**src/rtl/gray_conv_sched_if.sv**
```systemverilog
// Bundle of ports for gray_conv_sched: two RGB camera sources, the shared grayscale unit and the output stream.
interface gray_conv_sched_if;
    logic       en_i;
    logic       s0_valid_i, s1_valid_i;
    logic [7:0] s0_red_i, s0_green_i, s0_blue_i;
    logic [7:0] s1_red_i, s1_green_i, s1_blue_i;
    logic       s0_ready_o, s1_ready_o;
    logic [7:0] conv_red_o, conv_green_o, conv_blue_o;
    logic       conv_start_o;
    logic [7:0] conv_gray_i;
    logic       conv_done_i;
    logic       m_valid_o, m_ready_i;
    logic [7:0] m_gray_o;
    logic       m_src_o, m_last_o;
    logic       err_o;

    modport slave (
        input  en_i, s0_valid_i, s1_valid_i,
        input  s0_red_i, s0_green_i, s0_blue_i, s1_red_i, s1_green_i, s1_blue_i,
        output s0_ready_o, s1_ready_o,
        output conv_red_o, conv_green_o, conv_blue_o, conv_start_o,
        input  conv_gray_i, conv_done_i,
        output m_valid_o, m_gray_o, m_src_o, m_last_o, err_o,
        input  m_ready_i
    );

    modport master (
        output en_i, s0_valid_i, s1_valid_i,
        output s0_red_i, s0_green_i, s0_blue_i, s1_red_i, s1_green_i, s1_blue_i,
        input  s0_ready_o, s1_ready_o,
        input  conv_red_o, conv_green_o, conv_blue_o, conv_start_o,
        output conv_gray_i, conv_done_i,
        input  m_valid_o, m_gray_o, m_src_o, m_last_o, err_o,
        output m_ready_i
    );
endinterface

```
**src/rtl/gray_conv_sched.sv**
```systemverilog
// Round-robin scheduler sharing one grayscale unit between two camera sources,
// with a tag pipeline aligned to the unit latency and a 4-entry result FIFO.
module gray_conv_pix_cnt #(
    parameter int FRAME_PIXELS = 307200,
    parameter int CW           = 19
) (
    input  logic clk,
    input  logic rst,
    input  logic inc,
    output logic last
);
    logic [CW-1:0] cnt;

    assign last = (cnt == CW'(FRAME_PIXELS - 1));

    always_ff @(posedge clk) begin
        if (rst)      cnt <= '0;
        else if (inc) cnt <= last ? '0 : cnt + 1'b1;
    end
endmodule

module gray_conv_sched #(
    parameter int FRAME_PIXELS = 307200,
    parameter int CW           = 19
) (
    input  logic              clk,
    input  logic              rst,
    gray_conv_sched_if.slave  bus
);
    typedef struct packed {
        logic src;
        logic last;
    } tag_t;

    typedef struct packed {
        logic [7:0] gray;
        tag_t       tag;
    } res_t;

    logic [1:0]      valid, ready, hs, pix_last;
    logic [1:0][7:0] red, green, blue;
    logic            gsel, rr_last, issue, push, pop, m_valid, err;
    logic [2:1]      vld_pipe;
    tag_t [2:1]      tag_pipe;
    logic [1:0]      inflight, wr_ptr, rd_ptr;
    logic [2:0]      occ;
    res_t            fifo [4];
    logic [7:0]      conv_red, conv_green, conv_blue;
    logic            conv_start;

    assign valid = {bus.s1_valid_i, bus.s0_valid_i};
    assign red   = {bus.s1_red_i,   bus.s0_red_i};
    assign green = {bus.s1_green_i, bus.s0_green_i};
    assign blue  = {bus.s1_blue_i,  bus.s0_blue_i};

    // Reserve a FIFO slot at grant time so a returning result can never find the FIFO full.
    assign inflight = 2'(vld_pipe[1]) + 2'(vld_pipe[2]);
    assign issue    = bus.en_i && ((occ + 3'(inflight)) < 3'd4);

    always_comb begin
        ready = '0;
        if (!rst && issue) begin
            if (valid == 2'b11) ready[~rr_last] = 1'b1;
            else                ready = valid;
        end
    end

    assign hs   = valid & ready;
    assign gsel = hs[1];

    generate
        for (genvar i = 0; i < 2; i++) begin : g_cnt
            gray_conv_pix_cnt #(.FRAME_PIXELS(FRAME_PIXELS), .CW(CW)) u_cnt (
                .clk  (clk),
                .rst  (rst),
                .inc  (hs[i]),
                .last (pix_last[i])
            );
        end
    endgenerate

    always_ff @(posedge clk) begin
        if (rst) begin
            rr_last    <= 1'b1;
            conv_red   <= '0;
            conv_green <= '0;
            conv_blue  <= '0;
            conv_start <= 1'b0;
            vld_pipe   <= '0;
            tag_pipe   <= '0;
        end else begin
            conv_start  <= |hs;
            vld_pipe    <= {vld_pipe[1], |hs};
            tag_pipe[1] <= '{src: gsel, last: pix_last[gsel]};
            tag_pipe[2] <= tag_pipe[1];
            if (|hs) begin
                rr_last    <= gsel;
                conv_red   <= red[gsel];
                conv_green <= green[gsel];
                conv_blue  <= blue[gsel];
            end
        end
    end

    // A done without a pending tag, or a pending tag without a done, are both protocol errors.
    assign push = vld_pipe[2] && bus.conv_done_i;

    always_ff @(posedge clk) begin
        if (rst)                                  err <= 1'b0;
        else if (bus.conv_done_i != vld_pipe[2]) err <= 1'b1;
    end

    assign m_valid = !rst && (occ != 3'd0);
    assign pop     = m_valid && bus.m_ready_i;

    always_ff @(posedge clk) begin
        if (push) fifo[wr_ptr] <= '{gray: bus.conv_gray_i, tag: tag_pipe[2]};
    end

    always_ff @(posedge clk) begin
        if (rst) begin
            wr_ptr <= '0;
            rd_ptr <= '0;
            occ    <= '0;
        end else begin
            if (push) wr_ptr <= wr_ptr + 1'b1;
            if (pop)  rd_ptr <= rd_ptr + 1'b1;
            occ <= occ + 3'(push) - 3'(pop);
        end
    end

    assign bus.s0_ready_o   = ready[0];
    assign bus.s1_ready_o   = ready[1];
    assign bus.conv_red_o   = conv_red;
    assign bus.conv_green_o = conv_green;
    assign bus.conv_blue_o  = conv_blue;
    assign bus.conv_start_o = conv_start;
    assign bus.m_valid_o    = m_valid;
    assign bus.m_gray_o     = fifo[rd_ptr].gray;
    assign bus.m_src_o      = fifo[rd_ptr].tag.src;
    assign bus.m_last_o     = fifo[rd_ptr].tag.last;
    assign bus.err_o        = err;
endmodule

```
**src/flat_wrapper.sv**
```systemverilog
// flat-port wrapper written by rule: the top's interface ports become plain ports
module gray_conv_sched_flat 
#(
    parameter int FRAME_PIXELS = 307200,
    parameter int CW           = 19
)
  (clk, rst, bus_en_i, bus_s0_valid_i, bus_s1_valid_i, bus_s0_red_i, bus_s0_green_i, bus_s0_blue_i, bus_s1_red_i, bus_s1_green_i, bus_s1_blue_i, bus_s0_ready_o, bus_s1_ready_o, bus_conv_red_o, bus_conv_green_o, bus_conv_blue_o, bus_conv_start_o, bus_conv_gray_i, bus_conv_done_i, bus_m_valid_o, bus_m_gray_o, bus_m_src_o, bus_m_last_o, bus_err_o, bus_m_ready_i);
  gray_conv_sched_if bus_i ();
  input  logic clk;
  input  logic rst;
  input wire logic [$bits(bus_i.en_i)-1:0] bus_en_i;
  input wire logic [$bits(bus_i.s0_valid_i)-1:0] bus_s0_valid_i;
  input wire logic [$bits(bus_i.s1_valid_i)-1:0] bus_s1_valid_i;
  input wire logic [$bits(bus_i.s0_red_i)-1:0] bus_s0_red_i;
  input wire logic [$bits(bus_i.s0_green_i)-1:0] bus_s0_green_i;
  input wire logic [$bits(bus_i.s0_blue_i)-1:0] bus_s0_blue_i;
  input wire logic [$bits(bus_i.s1_red_i)-1:0] bus_s1_red_i;
  input wire logic [$bits(bus_i.s1_green_i)-1:0] bus_s1_green_i;
  input wire logic [$bits(bus_i.s1_blue_i)-1:0] bus_s1_blue_i;
  output wire logic [$bits(bus_i.s0_ready_o)-1:0] bus_s0_ready_o;
  output wire logic [$bits(bus_i.s1_ready_o)-1:0] bus_s1_ready_o;
  output wire logic [$bits(bus_i.conv_red_o)-1:0] bus_conv_red_o;
  output wire logic [$bits(bus_i.conv_green_o)-1:0] bus_conv_green_o;
  output wire logic [$bits(bus_i.conv_blue_o)-1:0] bus_conv_blue_o;
  output wire logic [$bits(bus_i.conv_start_o)-1:0] bus_conv_start_o;
  input wire logic [$bits(bus_i.conv_gray_i)-1:0] bus_conv_gray_i;
  input wire logic [$bits(bus_i.conv_done_i)-1:0] bus_conv_done_i;
  output wire logic [$bits(bus_i.m_valid_o)-1:0] bus_m_valid_o;
  output wire logic [$bits(bus_i.m_gray_o)-1:0] bus_m_gray_o;
  output wire logic [$bits(bus_i.m_src_o)-1:0] bus_m_src_o;
  output wire logic [$bits(bus_i.m_last_o)-1:0] bus_m_last_o;
  output wire logic [$bits(bus_i.err_o)-1:0] bus_err_o;
  input wire logic [$bits(bus_i.m_ready_i)-1:0] bus_m_ready_i;
  assign bus_i.en_i = bus_en_i;
  assign bus_i.s0_valid_i = bus_s0_valid_i;
  assign bus_i.s1_valid_i = bus_s1_valid_i;
  assign bus_i.s0_red_i = bus_s0_red_i;
  assign bus_i.s0_green_i = bus_s0_green_i;
  assign bus_i.s0_blue_i = bus_s0_blue_i;
  assign bus_i.s1_red_i = bus_s1_red_i;
  assign bus_i.s1_green_i = bus_s1_green_i;
  assign bus_i.s1_blue_i = bus_s1_blue_i;
  assign bus_s0_ready_o = bus_i.s0_ready_o;
  assign bus_s1_ready_o = bus_i.s1_ready_o;
  assign bus_conv_red_o = bus_i.conv_red_o;
  assign bus_conv_green_o = bus_i.conv_green_o;
  assign bus_conv_blue_o = bus_i.conv_blue_o;
  assign bus_conv_start_o = bus_i.conv_start_o;
  assign bus_i.conv_gray_i = bus_conv_gray_i;
  assign bus_i.conv_done_i = bus_conv_done_i;
  assign bus_m_valid_o = bus_i.m_valid_o;
  assign bus_m_gray_o = bus_i.m_gray_o;
  assign bus_m_src_o = bus_i.m_src_o;
  assign bus_m_last_o = bus_i.m_last_o;
  assign bus_err_o = bus_i.err_o;
  assign bus_i.m_ready_i = bus_m_ready_i;
  gray_conv_sched #(.FRAME_PIXELS(FRAME_PIXELS), .CW(CW)) u_core (.clk(clk), .rst(rst), .bus(bus_i));
endmodule
```
**config.mk**
```make
export PLATFORM = sky130hd
export DESIGN_NAME = gray_conv_sched_flat
export DESIGN_NICKNAME = d
export VERILOG_FILES = /design/src/rtl/gray_conv_sched_if.sv /design/src/rtl/gray_conv_sched.sv /design/src/flat_wrapper.sv
export SDC_FILE = /design/constraint.sdc
export NUM_CORES = 1
export LEC_CHECK = 0
export ABC_AREA = 1
export CAP_MARGIN = 20
export CORE_UTILIZATION = 53
export DETAILED_ROUTE_END_ITERATION = 8
export PLACE_DENSITY = 0.8
export SYNTH_ARGS = -nofsm -noshare
export SYNTH_HDL_FRONTEND = slang
export SYNTH_SLANG_ARGS = --single-unit
```
**constraint.sdc**
```tcl
create_clock -name clk -period 2.6 [get_ports clk]
set_input_delay 0.26 -clock clk [delete_from_list [all_inputs] [get_ports clk]]
set_output_delay 0.26 -clock clk [all_outputs]
set_load 0.05 [all_outputs]
```
==> flow_metrics.env <==
export IMPL_status="completed"
export IMPL_finalMaxSlewViolations=0
export IMPL_worstRegToRegCells=12
export IMPL_final_cell_mix="nand2_1, nand3_1, inv_1"
export IMPL_gr_total_overflow=0
export IMPL_clkSinkCount=119
export IMPL_cts_path_max_buffers=2
export IMPL_layout_commonest_cell="nand2_1"
export IMPL_htreeDepth=4
export IMPL_dp_cells=953
export IMPL_io_pins=102
export IMPL_insertion_delay_ps=510
export IMPL_worstHoldPathType="in2reg"
export IMPL_crit_cells=9
export IMPL_cts_made_buffers=17
export IMPL_min_period_over_period_pct=94.67
export IMPL_cts_tree="done"
export IMPL_ys_top_cells_by_area="dfxtp_1, edfxtp_1, nand3_1, nand2_1, inv_1"
export IMPL_syn_avg_cell_area_um2=7.697
export IMPL_combPwrFrac_pct=17.6
export IMPL_synthCells=737
export IMPL_first_pass_iters=4
export IMPL_crit_type="reg2out"
export IMPL_rows=37
export IMPL_grt_pass1_wl_mm=22.56
export IMPL_utilization_pct=71.60
export IMPL_cts_root_buf="clkbuf_8"
export IMPL_finalWorstPathRequiredPeriod_ps=2461
export IMPL_synth_nets=811
export IMPL_slowest_delay_ps=340
export IMPL_hold_depth=5
export IMPL_die_h_um=105.5
export IMPL_syn_cell_area_mm2=0.005673
export IMPL_cap_violations=0
export IMPL_yosys_area_top_type="dfxtp_1"
export IMPL_worst_path_max_fanout=21
export IMPL_slew_limit_headroom_pct=62.50
export IMPL_drt_iter0_drc=345
export IMPL_crit_required_ps=2340
export IMPL_start_kind="flop"
export IMPL_ys_ff_latch=119
export IMPL_synth_top_area_share_pct=27.88
export IMPL_initial_core_util_pct=54.71
export IMPL_seq_area_frac_synth_pct=49.05
export IMPL_tightestPinTransition_ps=562.5
export IMPL_core_area_mm2=0.01037
export IMPL_antenna_found_initial=0
export IMPL_grt_pass1_vias=5087
export IMPL_power_internal_mw=3.729
export IMPL_synthToLayoutAreaGrowth_pct=30.88
export IMPL_fin_skew_ps=9.200
export IMPL_finalSetupViolCount=0
export IMPL_grt_max_degree=51
export IMPL_fmax_mhz=406.3
export IMPL_grt_usage_pct=25.52
export IMPL_port_buffers=101
export IMPL_finalSetupTns_ps=0
export IMPL_cp_top_family="simple AND/OR/NAND/NOR gates"
export IMPL_clk_pin_slew_ps=60
export IMPL_power_density_mw_per_mm2=718.8
export IMPL_wl_per_cell_um=14.01
export IMPL_chipWidth_um=105.5
export IMPL_vias_per_cell=5.385
export IMPL_hpwlAfterDp_mm=9.135
export IMPL_cp_common_cell="nand2_1"
export IMPL_irDropWorstVdd_uv=411.0
export IMPL_switchingPower_mw=1.608
export IMPL_drtAntennaViolNets=0
export IMPL_crit_arrival_ps=2200
export IMPL_vias=5320
export IMPL_ys_types=30
export IMPL_wirelength_mm=13.84
export IMPL_hold_viol=0
export IMPL_crit_chain="ha_1 -> nand2_1 -> nand2_1 -> nand2_1 -> nand2_1 -> nand3_2 -> nor2_4 -> buf_8 -> buf_12"
export IMPL_cp_end_kind="output pin"
export IMPL_switching_share_pct=30.13
export IMPL_nets=913
export IMPL_die_area_mm2=0.01112
export IMPL_path_buf_inv=2
export IMPL_gp_congestion=0.8601
export IMPL_stdcell_count=988
export IMPL_drc=0
export IMPL_clkPwrFrac_pct=44.0
export IMPL_cp_slowest_cell="dfxtp_1"
export IMPL_drive_above_1_share_pct=7.042
export IMPL_pwr_share_seq_pct=38.4
export IMPL_num_antenna_cells=0
export IMPL_p_leak_nw=2.877
export IMPL_yosys_warnings=0
cell families (layout without fill, tap and decap cells):
group	count (synthesis)	in the layout	synth area share, %
flops	119	119	49.05
xor+xnor	9	9	1.389
simple gates	360	361	27.81
compound gates	102	102	9.616
fa+ha+maj	11	11	2.558
buf+inv	136	250	9.572
power by group through the flow:
| stage | Combinational [mW] | Sequential [mW] | Clock (mW) |
|---|---|---|---|
| after floorplan | 0.491 | 2.19 | 0 |
| after global placement | 0.909 | 2.08 | 0 |
| after detailed placement | 0.932 | 2.09 | 0 |
| after CTS | 0.923 | 2.05 | 2.38 |
| after global routing | 1.01 | 2.06 | 2.46 |
| final | 0.937 | 2.05 | 2.35 |
through the flow:
stage               setup slack, ps  hold slack, ps  power [mW]  instance area [um2]
CTS                           9.706           159.4       5.352                 7391
global placement              207.1           394.2       2.991                 6802
global route                 -3.274           271.9       5.524                 7425
detailed placement            153.9           394.3       3.019                 6802
finish                        138.6           257.2       5.337                 7425
floorplan                     44.67           358.9       2.679                 5679
flip-flops by register name, indices dropped and copies added, names as in the netlist, named ones only:
signal                   cells
u_core.rr_last               1
u_core.wr_ptr                2
u_core.bus.conv_green_o      8
u_core.bus.conv_red_o        8
u_core.vld_pipe              2
u_core.tag_pipe              4
u_core.bus.conv_blue_o       8
u_core.fifo                 40
u_core.bus.err_o             1
u_core.occ                   3
u_core.rd_ptr                2
u_core.g_cnt.u_cnt.cnt      38
metal layers:
metal | GRT usage (%) | up-vias | routed length (um)
met5 | 0 | - | 0
met4 | 9.759 | 0 | 241
met3 | 6.741 | 28 | 886
met2 | 45.63 | 182 | 7126
met1 | 28.95 | 2494 | 5589
li1 | - | 2616 | -
what timing repair did:
item	CTS	global route
resized for setup	11	7
setup buffers	0	2
hold buffers	0	0
cloned	0	1
endpoints found under the setup margin	11	4
pin swaps	0	1
worst paths after layout:
path | start | end | slack [ps]
max | u_core.occ[0]$_SDFF_PP0_ | bus_s1_ready_o | 140
min | rst | flop | 260
max reg2reg | u_core.occ[1]$_SDFF_PP0_ | u_core.occ[2]$_SDFF_PP0_ | 310
min reg2reg | u_core.tag_pipe[0]$_SDFF_PP0_ | u_core.tag_pipe[2]$_SDFF_PP0_ | 410
cell usage after synthesis:
cell and n:
a21boi_4 1, a21oi_1 56, a31oi_1 1, buf_1 1
buf_2 14, buf_6 2, clkbuf_1 14, dfxtp_1 79
edfxtp_1 40, fa_1 1, ha_1 10, inv_1 104
inv_2 1, nand2_1 128, nand2_2 2, nand3_1 110
nand3b_1 4, nand4_1 10, nor2_1 88, nor2_2 1
nor2_4 3, nor3_1 13, o21a_1 1, o21ai_0 29
o21ai_1 2, o21bai_1 2, o22ai_1 10, or2_0 1
xnor2_1 4, xor2_1 5
worst register-to-register path, stage by stage, from the launching register on:
cell and delay (ps):
dfxtp_1 480, inv_1 90, a31oi_2 200, nand2_1 90
inv_1 80, ha_1 220, inv_1 70, ha_1 140
inv_1 50, fa_1 370, xor2_1 170, o21ai_0 160
a21oi_1 60
final cells by class:
cell class | count | area [um2]
sequential | 119 | 2783
clock buffer | 17 | 414.1
clock inverter | 15 | 182.7
inverter | 105 | 394.1
multi-input combinational | 483 | 2372
tap | 136 | 170.2
timing repair buffer | 113 | 1109
fill | 817 | 2945
Power figures use the tool's default switching activity.
